[src/rtl/slicel_cfg_loader.sv]
`default_nettype none
// ============================================================================
// Module   : slicel_cfg_loader
// Purpose  : Configuration front-end for the logic slice. It receives one
//            configuration frame as a stream of words over a valid/ready
//            handshake and checks it against a trailing XOR checksum word. A
//            good frame is copied to the slice config outputs, and cen is held
//            high for HOLD_CYCLES cycles. A bad frame never reaches the slice.
// Ports    : cclk                 - config clock, all state on posedge
//            rst                  - synchronous reset, active-high
//            start                - request to begin loading a frame
//            in_data/in_valid     - payload or checksum word, valid flag
//            in_ready             - loader accepts a word this cycle
//            luts_config_out      - to slice luts_config_in
//            inter_lut_mux_config - to slice inter_lut_mux_config
//            config_use_cc        - to slice config_use_cc
//            regs_config_out      - to slice regs_config_in
//            cen                  - slice config enable
//            busy                 - loading, checking or applying
//            done / err           - last frame applied / rejected (levels)
// Revision : 1.0 - initial release
// ============================================================================
module slicel_cfg_loader #(
  parameter int S_XX_BASE   = 4,
  parameter int NUM_LUTS    = 4,
  parameter int CFG_SIZE    = 2*(2**S_XX_BASE)+1,
  parameter int MUX_LVLS    = $clog2(NUM_LUTS),
  parameter int WORD_W      = 8,
  parameter int HOLD_CYCLES = 4,
  parameter int FRAME_BITS  = CFG_SIZE*NUM_LUTS+MUX_LVLS+1+2*NUM_LUTS,
  parameter int NUM_WORDS   = (FRAME_BITS+WORD_W-1)/WORD_W
) (
  input  logic                         cclk,
  input  logic                         rst,
  input  logic                         start,
  input  logic [WORD_W-1:0]            in_data,
  input  logic                         in_valid,
  output logic                         in_ready,
  output logic [CFG_SIZE*NUM_LUTS-1:0] luts_config_out,
  output logic [MUX_LVLS-1:0]          inter_lut_mux_config,
  output logic                         config_use_cc,
  output logic [2*NUM_LUTS-1:0]        regs_config_out,
  output logic                         cen,
  output logic                         busy,
  output logic                         done,
  output logic                         err
);

  // Field positions inside the shadow register.
  localparam int LUT_BITS = CFG_SIZE*NUM_LUTS;
  localparam int MUX_LO   = LUT_BITS;
  localparam int CC_BIT   = LUT_BITS + MUX_LVLS;
  localparam int REGS_LO  = CC_BIT + 1;

  localparam int CNT_W  = $clog2(NUM_WORDS+1);
  localparam int HOLD_W = $clog2(HOLD_CYCLES+1);

  typedef enum logic [2:0] {
    S_IDLE  = 3'd0,
    S_LOAD  = 3'd1,
    S_CHECK = 3'd2,
    S_APPLY = 3'd3,
    S_DONE  = 3'd4,
    S_ERR   = 3'd5
  } state_t;

  state_t                  state;
  state_t                  state_d;
  logic [CNT_W-1:0]        word_cnt;
  logic [WORD_W-1:0]       xor_acc;
  logic [HOLD_W-1:0]       hold_cnt;
  logic [FRAME_BITS-1:0]   shadow;
  logic [FRAME_BITS-1:0]   shadow_d;

  logic xfer;
  logic last_word;
  logic cks_ok;
  logic hold_last;
  logic start_load;
  logic apply_go;

  // in_ready is a pure state decode so the upstream source never sees a
  // combinational path from its own in_valid back to in_ready.
  assign in_ready  = (state == S_LOAD) || (state == S_CHECK);
  assign xfer      = in_valid && in_ready;
  assign last_word = (word_cnt == CNT_W'(NUM_WORDS-1));
  assign cks_ok    = (in_data == xor_acc);
  assign hold_last = (hold_cnt == HOLD_W'(HOLD_CYCLES-1));

  // A new load can only be started from a resting state; start is ignored
  // while a frame is in flight.
  assign start_load = start &&
                      ((state == S_IDLE) || (state == S_DONE) || (state == S_ERR));
  assign apply_go   = (state == S_CHECK) && xfer && cks_ok;

  // --------------------------------------------------------------------------
  // Shadow slot steering. Word k lands in bits [k*WORD_W +: WORD_W]; the last
  // word is truncated to the frame width, so its upper bits only feed the
  // checksum.
  // --------------------------------------------------------------------------
  for (genvar k = 0; k < NUM_WORDS; k++) begin : g_slot
    localparam int LO = k*WORD_W;
    localparam int N  = ((FRAME_BITS - LO) < WORD_W) ? (FRAME_BITS - LO) : WORD_W;
    assign shadow_d[LO +: N] = (word_cnt == CNT_W'(k)) ? in_data[N-1:0]
                                                      : shadow[LO +: N];
  end

  // --------------------------------------------------------------------------
  // State register
  // --------------------------------------------------------------------------
  always_ff @(posedge cclk) begin
    if (rst) begin
      state <= S_IDLE;
    end else begin
      state <= state_d;
    end
  end

  // --------------------------------------------------------------------------
  // Next-state and state-decoded outputs
  // --------------------------------------------------------------------------
  always_comb begin
    state_d = state;
    busy    = 1'b0;
    cen     = 1'b0;
    done    = 1'b0;
    err     = 1'b0;
    case (state)
      S_IDLE: begin
        if (start) state_d = S_LOAD;
      end
      S_LOAD: begin
        busy = 1'b1;
        if (xfer && last_word) state_d = S_CHECK;
      end
      S_CHECK: begin
        busy = 1'b1;
        if (xfer) state_d = cks_ok ? S_APPLY : S_ERR;
      end
      S_APPLY: begin
        busy = 1'b1;
        cen  = 1'b1;
        if (hold_last) state_d = S_DONE;
      end
      S_DONE: begin
        done = 1'b1;
        if (start) state_d = S_LOAD;
      end
      S_ERR: begin
        err = 1'b1;
        if (start) state_d = S_LOAD;
      end
      default: begin
        state_d = S_IDLE;
      end
    endcase
  end

  // --------------------------------------------------------------------------
  // Datapath: word counter, running XOR, shadow, apply window, config outputs
  // --------------------------------------------------------------------------
  always_ff @(posedge cclk) begin
    if (rst) begin
      word_cnt             <= '0;
      xor_acc              <= '0;
      hold_cnt             <= '0;
      shadow               <= '0;
      luts_config_out      <= '0;
      inter_lut_mux_config <= '0;
      config_use_cc        <= 1'b0;
      regs_config_out      <= '0;
    end else begin
      if (start_load) begin
        word_cnt <= '0;
        xor_acc  <= '0;
      end else if ((state == S_LOAD) && xfer) begin
        shadow   <= shadow_d;
        xor_acc  <= xor_acc ^ in_data;
        word_cnt <= word_cnt + CNT_W'(1);
      end

      // Config outputs only move on the APPLY entry edge, so they are already
      // stable when cen first rises and stay put afterwards.
      if (apply_go) begin
        luts_config_out      <= shadow[LUT_BITS-1:0];
        inter_lut_mux_config <= shadow[MUX_LO +: MUX_LVLS];
        config_use_cc        <= shadow[CC_BIT];
        regs_config_out      <= shadow[REGS_LO +: 2*NUM_LUTS];
        hold_cnt             <= '0;
      end else if (state == S_APPLY) begin
        hold_cnt <= hold_cnt + HOLD_W'(1);
      end
    end
  end

endmodule
`default_nettype wire

[config.mk]
export PLATFORM = sky130hd
export DESIGN_NAME = slicel_cfg_loader
export DESIGN_NICKNAME = d
export VERILOG_FILES = /design/src/rtl/slicel_cfg_loader.sv
export SDC_FILE = /design/constraint.sdc
export NUM_CORES = 1
export LEC_CHECK = 0
export CORE_MARGIN = 2
export CORE_UTILIZATION = 55
export CTS_CLUSTER_DIAMETER = 100
export CTS_CLUSTER_SIZE = 14
export DETAILED_ROUTE_END_ITERATION = 10
export DONT_BUFFER_PORTS = 1
export GPL_ROUTABILITY_DRIVEN = 0
export GPL_TIMING_DRIVEN = 0
export HOLD_SLACK_MARGIN = 0.1
export PLACE_DENSITY = 0.79
export SYNTH_ARGS = -nofsm -noshare
export SYNTH_HDL_FRONTEND = slang
export SYNTH_SLANG_ARGS = --single-unit
[constraint.sdc]
create_clock -name cclk -period 3.2 [get_ports cclk]
set_input_delay 0.64 -clock cclk [delete_from_list [all_inputs] [get_ports cclk]]
set_output_delay 0.64 -clock cclk [all_outputs]
set_load 0.005 [all_outputs]
Word-level counts from Yosys, hierarchy flattened
Cells that the tools add are included.
Cells by class
  eq/ne operators: 28
  bitwise logic cells: 2
  reduce and logical (&&, ||, !) cells: 34
  $add $sub $neg: 2
  mux-type cells: 10
Operator list (count)
  3-bit AND reduction: 18
  5-bit by 4-bit equality test with 1-bit output, second input constant: 8
  5-bit by 3-bit equality test with 1-bit output, second input constant: 4
  3-bit 2-to-1 mux: 5
  3-bit case mux with 4 select lines: 1
  5-bit by 2-bit equality test with 1-bit output, second input constant: 2
  5-bit equality test, second input constant: 2
  3-bit by 2-bit equality test with 1-bit output, second input constant: 3
  8-bit equality test: 1
  8-bit XOR: 1
  3-bit equality test, second input constant: 2
  1-bit logical AND: 6
  3-bit OR reduction: 2
  5-bit by 1-bit adder with 5-bit output, second input constant: 1
  5-bit by 1-bit equality test with 1-bit output, second input constant: 1
  5-bit logical NOT: 1
  1-bit 2-to-1 mux: 4
  2-bit by 1-bit != test with 1-bit output, second input constant: 2
  2-bit != test, second input constant: 2
  4-bit AND reduction: 1
  2-bit OR reduction: 2
  3-bit by 1-bit adder with 3-bit output, second input constant: 1
  3-bit by 1-bit equality test with 1-bit output, second input constant: 1
  3-bit logical NOT: 1
  other kinds (2): 4
Word-level totals
  register bits after elaboration: 305
  output and inout port bits: 148
  bits of input ports: 12
  logic and storage cells: 102

Depth between registers and ports, before layout
  depth after elaboration: 6
  mapped depth: 7
  mapped depth without buffers: 6

Worst setup path before layout
No wires, ideal clock.
  path kind: input -> register
  from: input port in_data[7]
  to: register luts_config_out[106]
  path buffers: 3
  path slack: 1.245 ns
  required time: 3.128 ns
  setup time: 0.072 ns
  arrival: 1.884 ns
  stages: 7
  cells stage by stage: buf_6 -> xnor2_1 -> nand2_1 -> nor4_4 -> buf_6 -> buf_6 -> mux2i_1
On the way
  cells in the longest elaborated chain, start to end: 2
Ends and longest elaborated chain
  from (decl): RTL line 36  | input logic [WORD_W-1:0] in_data,
  8-bit equality test: RTL line 87  | assign cks_ok = (in_data == xor_acc);
  1-bit logical AND: RTL line 94  | assign apply_go = (state == S_CHECK) && xfer && cks_ok;
  to (signal assigned): RTL line 185  | luts_config_out <= shadow[LUT_BITS-1:0];
  to (decl): RTL line 39  | output logic [CFG_SIZE*NUM_LUTS-1:0] luts_config_out,
No other way between the ends.
A chain may end at the register's enable or synchronous reset.

Final worst setup path
  from: register state[0]
  to: output port cen
On the way
  cells in the longest elaborated chain, start to end: 2
Ends and longest elaborated chain
  from (decl): RTL line 67  | state_t state;
  from (signal assigned): RTL line 115  | state <= state_d;
  3-bit by 2-bit equality test with 1-bit output: RTL line 128  | case (state)
  1-bit 2-to-1 mux: RTL line 128
  to (decl): RTL line 43  | output logic cen,
No other way between the ends.

==> metrics.md <==
| Metric | Value |
|---|---|
| Crit-path leading delay family | buffers and inverters |
| IO buf count | 0 |
| Post-route DRC | 0 |
| Dpl cell area | 13300 um^2 |
| Vias in the first global route | 8199 |
| Fmax | 0.440 GHz |
| Total CTS buffers | 25 |
| Hold Crit Start | start |
| CP bufs+invs | 2 |
| Avg WL per Cell | 18.1 um |
| Hold crit path type | primary input to flop |
| GRT Resource Usage Total | 23.0% |
| Slowest CP cell | dfxtp_1 |
| CTS hold repair buffers | 0 |
| Fin crit share | 71.0% |
| Detailed Route WL | 28700 um |
| Unique cell type count in the Yosys netlist | 38 |
| Sequential area share after synthesis | 47.5% |
| Fin area | 13900 um^2 |
| Longest Clk Path Bufs | 3 |
| Fin Setup TNS | 0 ns |
| CTS tree | done |
| Worst Path Arrival | 1.63 ns |
| Largest net degree at the start of global routing | 15 |
| Status | complete, no violations |
| R2R setup slack | 1.03 ns |
| Ratio of cells with drive above 1 in the final layout | 6.20% |
| Fin crit period | 2.27 ns |
| Mapped Area | 12900 um^2 |
| Post-CTS Setup Bufs | 0 |
| Final Instance Count excl. Fillers | 1587 |
| Reg clk slew, reported paths | 0.06 ns |
| Yosys reg bits | 305 |
| Final nets | 1293 |
| # diodes | 0 |
| Leakage | 0.00527 uW |
| Grt total ovfl | 0 |
| Global-route wire length before repair | 44700 um |
| Critical Path Source | state[0] |
| Htree depth | 1 |
| Row cnt | 55 |
| Starting Density | 56.5% |
| CP max FO | 10 |
| DP HPWL | 19600 um |
| Syn Inst Count | 1247 |
| Worst-Margin Slew | 0.884 ns |
| Clock Tree Root | clkbuf_16 |
| Worst-skew pair later-pin latency | 0.53 ns |
| CTS sink cnt | 305 |
| RR Startpoint | word_cnt[0] |
| Io pins | 160 |
| Clock Skew | 0.00838 ns |
| Vias/cell | 5.27 |
| Final Util | 61.0% |
| Routed vias | 8360 |
| Crit start category | flop |
| Die area | 24600 um^2 |
| Drt initial violations | 470 |
| # resized after CTS | 0 |
| Power Density | 489 nW/um^2 |
| Ys Warns | 0 |
| CP peak stage delay | 0.31 ns |
| Worst setup EP type | primary output |
| Filler cell count | 1884 |
| Max-slew headroom | 41.1% |
| Setup WS pre-CTS | 0.613 ns |
| Core Area | 22800 um^2 |
| Most common cell after layout, fill and taps aside | dfxtp_1 |
| ANT nets after route | 0 |
| Die X | 157 um |
| Worst Path Required | 2.56 ns |
| Setup violations, final | 0 |
| Drt first pass iters | 5 |
| Initial antenna violation count | 0 |
| Hold Vio Cnt, Final | 0 |
| Unrepaired setup endpoints after global routing | no |
| CP Class | flop to primary output |
| Placed insts | 1560 |
| VDD IR max | 0.387 mV |
| Mapped Nets | 1266 |
| Maxcap violations | 0 |
| Commonest non-fill, non-tap cells in the layout | dfxtp_1, nand2b_1, mux2i_1 |
| Die height | 157 um |
| Crit path cell chain | buf_2, nor2b_1, and2_1, clkbuf_1 |
| Area grow syn2layout | 8.02% |
| Syn Area/Cell | 10.3 um^2 |
| Slew Viols, Final | 0 |
| Fin worst setup slack | 0.928 ns |
cell families after synthesis:
kind of cell,share of synthesized area (%)
AOI/OAI and AO/OA,0.973
xor gates and xnor gates,1.43
adders and majority gates,0.681
buffers and inverters,4.68
DFF,47.5
muxes,21.8
and+or+nand+nor,23.0
final cells by class:
class,instances,area [um^2],share of cell area (%)
clock buffer,25,626,4.50
buffer,99,583,4.20
sequential,305,6110,44.0
tap,313,392,2.82
multi-input combinational,838,6150,44.3
inverter,5,18.8,0.135
clock inverter,2,13.8,0.0991
state kept, by name (all words and copies together), names as in the netlist:
register	cells
luts_config_out	132
hold_cnt	3
xor_acc	8
state	3
regs_config_out	8
inter_lut_mux_config	2
shadow	143
word_cnt	5
config_use_cc	1
synth_stat cells:
cell | number | area (um^2)
buf_2 | 13 | 65.1
nand4_4 | 12 | 255
nand3_1 | 10 | 50.1
nor3b_2 | 1 | 12.5
a31oi_1 | 1 | 6.26
ha_1 | 7 | 87.6
o21bai_1 | 1 | 7.51
buf_1 | 1 | 3.75
clkinv_1 | 1 | 3.75
clkbuf_1 | 63 | 236
nor3_1 | 3 | 15.0
nor2_1 | 158 | 593
mux2_2 | 1 | 11.3
xor2_1 | 10 | 87.6
nor4_4 | 1 | 21.3
mux2i_1 | 279 | 2790
nand4_1 | 2 | 12.5
nor2b_2 | 1 | 8.76
o311ai_0 | 1 | 8.76
buf_6 | 12 | 135
nand2b_1 | 288 | 1800
inv_1 | 4 | 15.0
and2_1 | 1 | 6.26
buf_4 | 1 | 7.51
buf_8 | 9 | 135
a2111oi_0 | 1 | 8.76
a21oi_1 | 12 | 60.1
o311a_1 | 1 | 10.0
a211oi_1 | 2 | 15.0
and3_1 | 1 | 6.26
a32oi_1 | 1 | 8.76
nand2_1 | 23 | 86.3
nor2b_1 | 3 | 18.8
xnor2_1 | 11 | 96.3
and4bb_1 | 2 | 25.0
nand3_2 | 1 | 10.0
and4b_1 | 3 | 30.0
dfxtp_1 | 305 | 6110
worst min-delay path: cells and delay by family:
family             cells  cell delay (ns)
AOI/OAI and AO/OA      1             0.06
and+or+nand+nor        2             0.07
report_power, final:
group          total [uW]  leakage (uW)  internal [uW]  switching (uW)
clock                2680      0.000317           1380            1300
combinational         296       0.00250            106             190
sequential           3810       0.00246           3800            7.06
total                6790       0.00527           5290            1500
per-layer routing:
metal / wire length [um] / global-route usage (%)
met1: 12500 / 29.7
met2: 13400 / 38.5
met3: 2200 / 6.08
met4: 646 / 5.55
met5: 0 / 0
path summary, 6_finish.rpt:
check,depth (start not counted),endpoint
worst max register to register,7,shadow[127]
worst min-delay path,3,state[2]
worst max-delay path,4,cen
worst min register to register,2,shadow[123]
metrics by stage:
| stage | hold WS [ns] | total power [uW] |
|---|---|---|
| 5_1_grt | 0.285 | 6990 |
| 3_5_place_dp | 0.452 | 4190 |
| 6_report | 0.297 | 6790 |
| 2_1_floorplan | 0.437 | 4100 |
| 3_3_place_gp | 0.446 | 4190 |
| 4_1_cts | 0.273 | 6830 |
No activity file was read; power rests on OpenSTA's default activity.
